==> src/rtl/systolic_ctrl_pkg.sv <==
// Shared types and sizing helpers for the systolic array sequencer.
// Optional performance counters are enabled with SYSTOLIC_CTRL_PERF_EN.
package systolic_pkg;

   typedef enum logic [2:0] {
      ST_IDLE  = 3'd0,
      ST_CLEAR = 3'd1,
      ST_FEED  = 3'd2,
      ST_DRAIN = 3'd3,
      ST_WB    = 3'd4,
      ST_DONE  = 3'd5
   } state_t;

   // Weight precision codes understood by the FP-INT PEs.
   localparam logic [3:0] PREC_INT1 = 4'd1;
   localparam logic [3:0] PREC_INT2 = 4'd2;
   localparam logic [3:0] PREC_INT4 = 4'd4;
   localparam logic [3:0] PREC_INT8 = 4'd8;

   function automatic int ACC_SEL_W(input int n);
      return (n * n > 1) ? $clog2(n * n) : 1;
   endfunction

   // Cycles for the last operand to ripple through the skewed array.
   function automatic int drain_len(input int n, input int pe_lat);
      return 2 * n - 1 + pe_lat;
   endfunction

endpackage

==> src/rtl/systolic_ctrl_if.sv <==
// Command, operand-read and result-stream signals of the systolic sequencer.
// SYSTOLIC_CTRL_PERF_EN adds the perf_cyc/perf_stall counters.
interface systolic_ctrl_if
   import systolic_pkg::*;
#(
   parameter int N       = 2,
   parameter int K_WIDTH = 8
);
   localparam int AW = ACC_SEL_W(N);

   logic               start;
   logic [K_WIDTH-1:0] k_len;
   logic [3:0]         precision;
   logic [4:0]         exp_set;
   logic [3:0]         prec_cfg;
   logic [4:0]         exp_cfg;
   logic               busy;
   logic               done;
   logic               acc_clr;
   logic               rd_en;
   logic [K_WIDTH-1:0] rd_addr;
   logic [N-1:0]       row_valid;
   logic [N-1:0]       col_valid;
   // Result stream: a word moves on every cycle with out_valid & out_ready;
   // out_valid never drops and acc_sel never changes until that transfer.
   logic               out_valid;
   logic               out_ready;
   logic [AW-1:0]      acc_sel;
   state_t             dbg_state;
`ifdef SYSTOLIC_CTRL_PERF_EN
   logic [31:0]        perf_cyc;
   logic [31:0]        perf_stall;
`endif

   modport master (
      output start, k_len, precision, exp_set, out_ready,
      input  prec_cfg, exp_cfg, busy, done, acc_clr, rd_en, rd_addr,
             row_valid, col_valid, out_valid, acc_sel, dbg_state
`ifdef SYSTOLIC_CTRL_PERF_EN
      , input perf_cyc, perf_stall
`endif
   );

   modport slave (
      input  start, k_len, precision, exp_set, out_ready,
      output prec_cfg, exp_cfg, busy, done, acc_clr, rd_en, rd_addr,
             row_valid, col_valid, out_valid, acc_sel, dbg_state
`ifdef SYSTOLIC_CTRL_PERF_EN
      , output perf_cyc, perf_stall
`endif
   );

endinterface

==> src/rtl/systolic_ctrl_skew_shift.sv <==
// N-tap delay line: tap i is the input delayed by 1+i cycles, giving the
// diagonal operand-valid wavefront into the array.
module skew_shift #(
   parameter int N = 2
) (
   input  logic         clk,
   input  logic         rst,
   input  logic         i_din,
   output logic [N-1:0] o_taps
);

   logic [N-1:0] r_taps;

   always_ff @(posedge clk or negedge rst) begin
      if (!rst) begin
         r_taps <= '0;
      end else begin
         r_taps[0] <= i_din;
         for (int i = 1; i < N; i++) r_taps[i] <= r_taps[i-1];
      end
   end

   assign o_taps = r_taps;

endmodule

==> src/rtl/systolic_ctrl.sv <==
// GEMM sequencer for the N x N systolic MAC array: clear, feed K operands,
// drain, then unload N*N accumulators. SYSTOLIC_CTRL_PERF_EN adds perf counters.
module systolic_ctrl
   import systolic_pkg::*;
#(
   parameter int N       = 2,
   parameter int K_WIDTH = 8,
   parameter int PE_LAT  = 2
) (
   input logic           clk,
   input logic           rst,
   systolic_ctrl_if.slave bus
);

   localparam int             AW         = ACC_SEL_W(N);
   localparam int             DRAIN      = drain_len(N, PE_LAT);
   localparam int             DW         = $clog2(DRAIN + 1);
   localparam logic [AW-1:0]  LAST_SEL   = AW'(N * N - 1);
   localparam logic [DW-1:0]  DRAIN_INIT = DW'(DRAIN - 1);

   state_t             r_state;
   logic [K_WIDTH-1:0] r_k_len;
   logic [K_WIDTH-1:0] r_rd_addr;
   logic [DW-1:0]      r_drain_cnt;
   logic [3:0]         r_prec;
   logic [4:0]         r_exp;
   logic               r_busy;
   logic               r_done;
   logic               r_acc_clr;
   logic               r_rd_en;
   logic               r_out_valid;
   logic [AW-1:0]      r_acc_sel;
   logic [N-1:0]       w_row_valid;
   logic [N-1:0]       w_col_valid;

   // Outputs are registered alongside the state they belong to, so each one
   // is asserted for exactly the cycles its state is occupied.
   always_ff @(posedge clk or negedge rst) begin
      if (!rst) begin
         r_state     <= ST_IDLE;
         r_k_len     <= '0;
         r_rd_addr   <= '0;
         r_drain_cnt <= '0;
         r_prec      <= '0;
         r_exp       <= '0;
         r_busy      <= 1'b0;
         r_done      <= 1'b0;
         r_acc_clr   <= 1'b0;
         r_rd_en     <= 1'b0;
         r_out_valid <= 1'b0;
         r_acc_sel   <= '0;
      end else begin
         case (r_state)
            ST_IDLE: begin
               if (bus.start) begin
                  r_k_len   <= bus.k_len;
                  r_prec    <= bus.precision;
                  r_exp     <= bus.exp_set;
                  r_busy    <= 1'b1;
                  r_acc_clr <= 1'b1;
                  r_state   <= ST_CLEAR;
               end
            end
            ST_CLEAR: begin
               r_acc_clr <= 1'b0;
               if (r_k_len != '0) begin
                  r_rd_en   <= 1'b1;
                  r_rd_addr <= '0;
                  r_state   <= ST_FEED;
               end else begin
                  r_drain_cnt <= DRAIN_INIT;
                  r_state     <= ST_DRAIN;
               end
            end
            ST_FEED: begin
               if (r_rd_addr == r_k_len - K_WIDTH'(1)) begin
                  r_rd_en     <= 1'b0;
                  r_drain_cnt <= DRAIN_INIT;
                  r_state     <= ST_DRAIN;
               end else begin
                  r_rd_addr <= r_rd_addr + K_WIDTH'(1);
               end
            end
            ST_DRAIN: begin
               if (r_drain_cnt == '0) begin
                  r_out_valid <= 1'b1;
                  r_acc_sel   <= '0;
                  r_state     <= ST_WB;
               end else begin
                  r_drain_cnt <= r_drain_cnt - DW'(1);
               end
            end
            ST_WB: begin
               if (bus.out_ready) begin
                  if (r_acc_sel == LAST_SEL) begin
                     r_out_valid <= 1'b0;
                     r_done      <= 1'b1;
                     r_state     <= ST_DONE;
                  end else begin
                     r_acc_sel <= r_acc_sel + AW'(1);
                  end
               end
            end
            ST_DONE: begin
               r_done  <= 1'b0;
               r_busy  <= 1'b0;
               r_state <= ST_IDLE;
            end
            default: r_state <= ST_IDLE;
         endcase
      end
   end

   skew_shift #(.N(N)) u_row_skew (
      .clk    (clk),
      .rst    (rst),
      .i_din  (r_rd_en),
      .o_taps (w_row_valid)
   );

   skew_shift #(.N(N)) u_col_skew (
      .clk    (clk),
      .rst    (rst),
      .i_din  (r_rd_en),
      .o_taps (w_col_valid)
   );

`ifdef SYSTOLIC_CTRL_PERF_EN
   logic [31:0] r_perf_cyc;
   logic [31:0] r_perf_stall;

   always_ff @(posedge clk or negedge rst) begin
      if (!rst) begin
         r_perf_cyc   <= '0;
         r_perf_stall <= '0;
      end else if (r_state == ST_IDLE && bus.start) begin
         r_perf_cyc   <= '0;
         r_perf_stall <= '0;
      end else begin
         if (r_busy && r_perf_cyc != '1) r_perf_cyc <= r_perf_cyc + 32'd1;
         if (r_state == ST_WB && !bus.out_ready && r_perf_stall != '1)
            r_perf_stall <= r_perf_stall + 32'd1;
      end
   end

   assign bus.perf_cyc   = r_perf_cyc;
   assign bus.perf_stall = r_perf_stall;
`endif

   assign bus.prec_cfg  = r_prec;
   assign bus.exp_cfg   = r_exp;
   assign bus.busy      = r_busy;
   assign bus.done      = r_done;
   assign bus.acc_clr   = r_acc_clr;
   assign bus.rd_en     = r_rd_en;
   assign bus.rd_addr   = r_rd_addr;
   assign bus.row_valid = w_row_valid;
   assign bus.col_valid = w_col_valid;
   assign bus.out_valid = r_out_valid;
   assign bus.acc_sel   = r_acc_sel;
   assign bus.dbg_state = r_state;

endmodule
==> src/flat_wrapper.sv <==
// flat-port wrapper written by rule: the top's interface ports become plain ports
module systolic_ctrl_flat import systolic_pkg::*;
#(
   parameter int N       = 2,
   parameter int K_WIDTH = 8,
   parameter int PE_LAT  = 2
)
  (clk, rst, bus_start, bus_k_len, bus_precision, bus_exp_set, bus_out_ready, bus_prec_cfg, bus_exp_cfg, bus_busy, bus_done, bus_acc_clr, bus_rd_en, bus_rd_addr, bus_row_valid, bus_col_valid, bus_out_valid, bus_acc_sel, bus_dbg_state);
  systolic_ctrl_if #(.N(N), .K_WIDTH(K_WIDTH)) bus_i ();
  input logic clk;
  input logic rst;
  input wire logic [$bits(bus_i.start)-1:0] bus_start;
  input wire logic [$bits(bus_i.k_len)-1:0] bus_k_len;
  input wire logic [$bits(bus_i.precision)-1:0] bus_precision;
  input wire logic [$bits(bus_i.exp_set)-1:0] bus_exp_set;
  input wire logic [$bits(bus_i.out_ready)-1:0] bus_out_ready;
  output wire logic [$bits(bus_i.prec_cfg)-1:0] bus_prec_cfg;
  output wire logic [$bits(bus_i.exp_cfg)-1:0] bus_exp_cfg;
  output wire logic [$bits(bus_i.busy)-1:0] bus_busy;
  output wire logic [$bits(bus_i.done)-1:0] bus_done;
  output wire logic [$bits(bus_i.acc_clr)-1:0] bus_acc_clr;
  output wire logic [$bits(bus_i.rd_en)-1:0] bus_rd_en;
  output wire logic [$bits(bus_i.rd_addr)-1:0] bus_rd_addr;
  output wire logic [$bits(bus_i.row_valid)-1:0] bus_row_valid;
  output wire logic [$bits(bus_i.col_valid)-1:0] bus_col_valid;
  output wire logic [$bits(bus_i.out_valid)-1:0] bus_out_valid;
  output wire logic [$bits(bus_i.acc_sel)-1:0] bus_acc_sel;
  output wire logic [$bits(bus_i.dbg_state)-1:0] bus_dbg_state;
  assign bus_i.start = bus_start;
  assign bus_i.k_len = bus_k_len;
  assign bus_i.precision = bus_precision;
  assign bus_i.exp_set = bus_exp_set;
  assign bus_i.out_ready = bus_out_ready;
  assign bus_prec_cfg = bus_i.prec_cfg;
  assign bus_exp_cfg = bus_i.exp_cfg;
  assign bus_busy = bus_i.busy;
  assign bus_done = bus_i.done;
  assign bus_acc_clr = bus_i.acc_clr;
  assign bus_rd_en = bus_i.rd_en;
  assign bus_rd_addr = bus_i.rd_addr;
  assign bus_row_valid = bus_i.row_valid;
  assign bus_col_valid = bus_i.col_valid;
  assign bus_out_valid = bus_i.out_valid;
  assign bus_acc_sel = bus_i.acc_sel;
  assign bus_dbg_state = bus_i.dbg_state;
  systolic_ctrl #(.N(N), .K_WIDTH(K_WIDTH), .PE_LAT(PE_LAT)) u_core (.clk(clk), .rst(rst), .bus(bus_i));
endmodule
==> config.mk <==
export PLATFORM = sky130hd
export DESIGN_NAME = systolic_ctrl_flat
export DESIGN_NICKNAME = d
export VERILOG_FILES = /design/src/rtl/systolic_ctrl_pkg.sv /design/src/rtl/systolic_ctrl_if.sv /design/src/rtl/systolic_ctrl_skew_shift.sv /design/src/rtl/systolic_ctrl.sv /design/src/flat_wrapper.sv
export SDC_FILE = /design/constraint.sdc
export NUM_CORES = 1
export LEC_CHECK = 0
export CAP_MARGIN = 20
export CORE_UTILIZATION = 51
export CTS_BUF_LIST = sky130_fd_sc_hd__clkbuf_8
export DETAILED_ROUTE_END_ITERATION = 10
export PLACE_DENSITY = 0.78
export SLEW_MARGIN = 15
export SYNTH_ARGS = -nofsm -noshare
export SYNTH_HDL_FRONTEND = slang
export SYNTH_SLANG_ARGS = --single-unit
==> constraint.sdc <==
create_clock -name clk -period 2.7 [get_ports clk]
set_input_delay 0.405 -clock clk [delete_from_list [all_inputs] [get_ports clk]]
set_output_delay 0.405 -clock clk [all_outputs]
set_load 0.02 [all_outputs]
==> summary.md <==
| Metric | Value |
|---|---|
| Worst slew margin relative to its limit | `42.7%` |
| Antenna violations before repair | `0` |
| Global-route total usage across every layer | `21.4%` |
| First-pass DRT Iterations | `4` |
| Switching component of the power | `0.00132 W` |
| Fillers | `291` |
| Syn Nets | `226` |
| Area added between synthesis and finish | `32.1%` |
| Sum of net half-perimeters after detailed placement | `3170 um` |
| Multi-input gate area in the final layout | `0.00102 sq mm` |
| CP max stage cell | `or3_1` |
| Crit-path max cell delay | `0.48 ns` |
| Number of logic stages on the critical path including buffering | `8` |
| Netlist area before placement | `0.00209 sq mm` |
| TritonCTS clock tree | `built` |
| Storage cell area | `0.00100 sq mm` |
| Net count, final | `278` |
| Number of warnings printed during yosys synthesis | `0` |
| Routed Antenna Nets | `0` |
| Pwr Density | `1220 mW/mm^2` |
| Number of instances in the synthesized netlist | `199` |
| Count of standard-cell rows | `22` |
| Type of the setup path with the least slack | `register to register` |
| Required time of the critical path | `2.87 ns` |
| Hold Violations, Final | `0` |
| Max-capacitance violation count | `0` |
| Crit-path max FO | `5` |
| Filler-free cell count of the finished design | `299` |
| Detailed-route DRC error count | `0` |
| Synthesized flop and latch total | `40` |
| Global-route wire length before repair | `6900 um` |
| Clock latency on the worst-skew pair | `0.29 ns` |
| Gr ovfl total | `0` |
| Number of levels the H-tree was split into | `2` |
| Maximum resistive drop on vdd | `775 uV` |
| Count of flip-flops with a built-in enable after synthesis | `0` |
| Final worst-path cycle share | `90.2%` |
| Cell-by-cell trace of the critical path | `inv_1 -> ha_1 -> o21ba_2 -> a221oi_1 -> a41oi_1 -> or3_1 -> o21ai_1 -> a31oi_1` |
| Outcome | `finished, final reports clean` |
| Total buffers and inverters traversed by the critical path | `1` |
| Portion of the post-synthesis area used by sequential elements | `47.9%` |
| Cell variety after synth | `47` |
| Layout cells sized above 1 | `15.1%` |
| Vias/cell | `5.44` |
| Number of buffers created by CTS | `5` |
| Floorplan die width | `66.0 um` |
| Capturing element type of the critical path | `register` |
| Max-slew violations | `0` |
| Initial DRC Count | `77` |
| Leakage component of the power | `1.15 nW` |
| Internal power component | `0.00205 W` |
| Minimum period implied by the final worst setup slack | `2.44 ns` |
| Die ar. | `0.00436 sq mm` |
| Pin count of the biggest net entering global routing | `41` |
| Combinational group share of total power | `48.8%` |
| Placeable core region | `0.00380 sq mm` |
| Classification of the worst-slack hold path | `primary input to async pin` |
| Routed wire length | `4270 um` |
| Total setup violations reported at the end of the flow | `0` |
| Count of cells resized by post-cts repair | `0` |
| Setup repair after global routing missed its margin | `no` |
| Startpoint kind of the worst setup timing path | `register` |
| Fmax | `410 MHz` |
| Starting utilization of the core area | `55.0%` |
| Total vias in the final route | `1627` |
| Clock sink count | `40` |
| TNS Setup | `0 ns` |
| Fraction of power consumed by the clock network | `16.7%` |
| Number of I/O pins | `52` |
| Total of buffers placed on input and output ports | `51` |
| Vias in the first global route | `1487` |
| Clk buf depth | `2` |
| Hold Buf Count CTS | `0` |
| Proportion of power drawn by flip-flops and latches | `34.5%` |
| Logic depth of the worst register-to-register path | `8` |
| Buffers inserted during post-CTS setup optimization | `0` |
| Most used flip-flop cell after synthesis | `dfrtp_1` |
| Wire length per cell after detailed routing | `14.3 um` |
| Clock Tree Root | `clkbuf_8` |
| Count of antenna diodes in the layout | `0` |
| Crit path max-delay family | `compound AO/OA/AOI/OAI gates` |
| CP Data Arrival Time | `2.60 ns` |
| Average cell area after synthesis | `10.5 sq um` |
| Clock-pin slew on the worst setup and hold paths | `0.08 ns` |
| Gpl congestion | `0.918` |
| Final Skew | `0.00586 ns` |
| Die height | `66.0 um` |
| Cell Count Post-Placement | `292` |
| Transition time of the tightest slew-check pin | `0.860 ns` |
| Total power after layout | `0.00337 W` |
| Fraction of power spent switching nets | `39.3%` |
| Async set-reset flop share out of synthesis | `100%` |
-- metal layers --
layer  part of all wire, %  GRT usage, %  vias up
li1                      -             -      809
met1                    46          29.0      767
met2                    48          33.4       47
met3                   4.9          5.34        4
met4                  0.82          6.65        0
met5                     0             0        -
-- placed cells by master, fill, tap and decap left out, types with 4 or more instances in the layout --
| master | Yosys | final |
|---|---|---|
| clkbuf_8 | 0 | 5 |
| clkdlybuf4s50_1 | 0 | 50 |
| dfrtp_1 | 40 | 40 |
| ha_1 | 6 | 6 |
| inv_1 | 7 | 7 |
| mux2_2 | 15 | 15 |
| mux2i_1 | 5 | 5 |
| nand2_1 | 19 | 19 |
| nand2b_1 | 4 | 4 |
| nand3_1 | 5 | 5 |
| nor2_1 | 15 | 15 |
| o21ai_0 | 15 | 15 |
| xnor2_1 | 5 | 5 |
| xor2_1 | 4 | 4 |
-- worst reg2reg max path: cells and delay by family (launching register included) --
family | cells | cell delay [ns]
AOI/OAI and AO/OA | 5 | 1.06
buffers and inverters | 1 | 0.10
and+or+nand+nor | 1 | 0.48
adders and majority gates | 1 | 0.26
DFF | 1 | 0.41
-- flip-flops by register name (all words and copies together), names as in the netlist, 2 cells and up --
signal                flops
u_core.bus.acc_sel        2
u_core.bus.dbg_state      3
u_core.bus.exp_cfg        5
u_core.bus.prec_cfg       4
u_core.bus.rd_addr        8
u_core.r_drain_cnt        3
u_core.r_k_len            8
-- synth_stat cells, types with 2 or more instances --
master / instances / area, sq um
a31oi_1: 3 / 18.8
o21bai_1: 2 / 15.0
clkbuf_1: 4 / 15.0
mux2_2: 15 / 169
nor4_1: 2 / 12.5
xor2_1: 4 / 35.0
inv_1: 7 / 26.3
nand2_1: 19 / 71.3
and2_1: 2 / 12.5
a221oi_1: 2 / 17.5
nor2b_1: 2 / 12.5
and3_1: 2 / 12.5
mux2i_1: 5 / 50.1
nand3b_1: 2 / 15.0
xnor2_1: 5 / 43.8
o21ai_1: 2 / 10.0
nor3_1: 3 / 15.0
o21ai_0: 15 / 75.1
nand4_1: 2 / 12.5
or2_2: 2 / 12.5
or3_1: 2 / 12.5
nor3_2: 2 / 20.0
nand2b_1: 4 / 25.0
and4_1: 2 / 17.5
nand3_1: 5 / 25.0
o21ba_2: 2 / 20.0
dfrtp_1: 40 / 1000
nor2_1: 15 / 56.3
buf_4: 2 / 15.0
a21oi_1: 3 / 15.0
ha_1: 6 / 75.1
-- power groups by stage --
stage	Combinational [W]	Clock [W]	Sequential, W
final	0.00164	0.000564	0.00116
after global routing	0.00179	0.000598	0.00121
after CTS	0.00165	0.000575	0.00116
after detailed placement	0.00164	0	0.00117
after global placement	0.00162	0	0.00117
after floorplan	0.000930	0	0.00128
-- per-stage QoR --
stage | setup slack (ns) | instance area [sq um] | util (%) | hold slack (ns)
2_1_floorplan | 0.492 | 2090 | - | 0.109
3_3_place_gp | 0.349 | 2630 | 69.3 | 0.396
3_5_place_dp | 0.278 | 2630 | 69.3 | 0.395
4_1_cts | 0.266 | 2760 | 72.7 | 0.251
5_1_grt | 0.0560 | 2760 | 72.7 | 0.297
6_report | 0.264 | 2760 | 72.7 | 0.225
-- path summary, 6_finish.rpt --
check / start / end / slack (ns)
setup / recovery: u_core.r_k_len[0]$_DFFE_PN0P_ / u_core.r_drain_cnt[0]$_DFFE_PN0P_ / 0.26
hold / removal: rst / u_core.u_col_skew.o_taps[1]$_DFF_PN0_ / 0.22
setup reg to reg: u_core.r_k_len[0]$_DFFE_PN0P_ / u_core.r_drain_cnt[0]$_DFFE_PN0P_ / 0.26
hold reg to reg: u_core.u_row_skew.o_taps[0]$_DFF_PN0_ / u_core.u_col_skew.o_taps[1]$_DFF_PN0_ / 0.41
max in group asynchronous: rst / u_core.bus.prec_cfg[1]$_DFFE_PN0P_ / 1.94
min in group clk: u_core.u_row_skew.o_taps[0]$_DFF_PN0_ / u_core.u_col_skew.o_taps[1]$_DFF_PN0_ / 0.41
-- cell families after synthesis --
kind of cell    share of synthesized area (%)
flops                                    47.9
compound gates                           12.8
xor+xnor                                 3.77
buf+inv                                  3.11
simple gates                             18.4
fa+ha+maj                                3.59
mux                                      10.5
-- layout make-up --
cell class	instances	area share [%]
inverter	7	0.952
tap	48	2.17
clock buffer	5	2.49
timing repair buffer	53	18.8
sequential	40	36.2
multi-input combinational	144	37.1
clock inverter	2	2.17
Power figures use the tool's default switching activity.
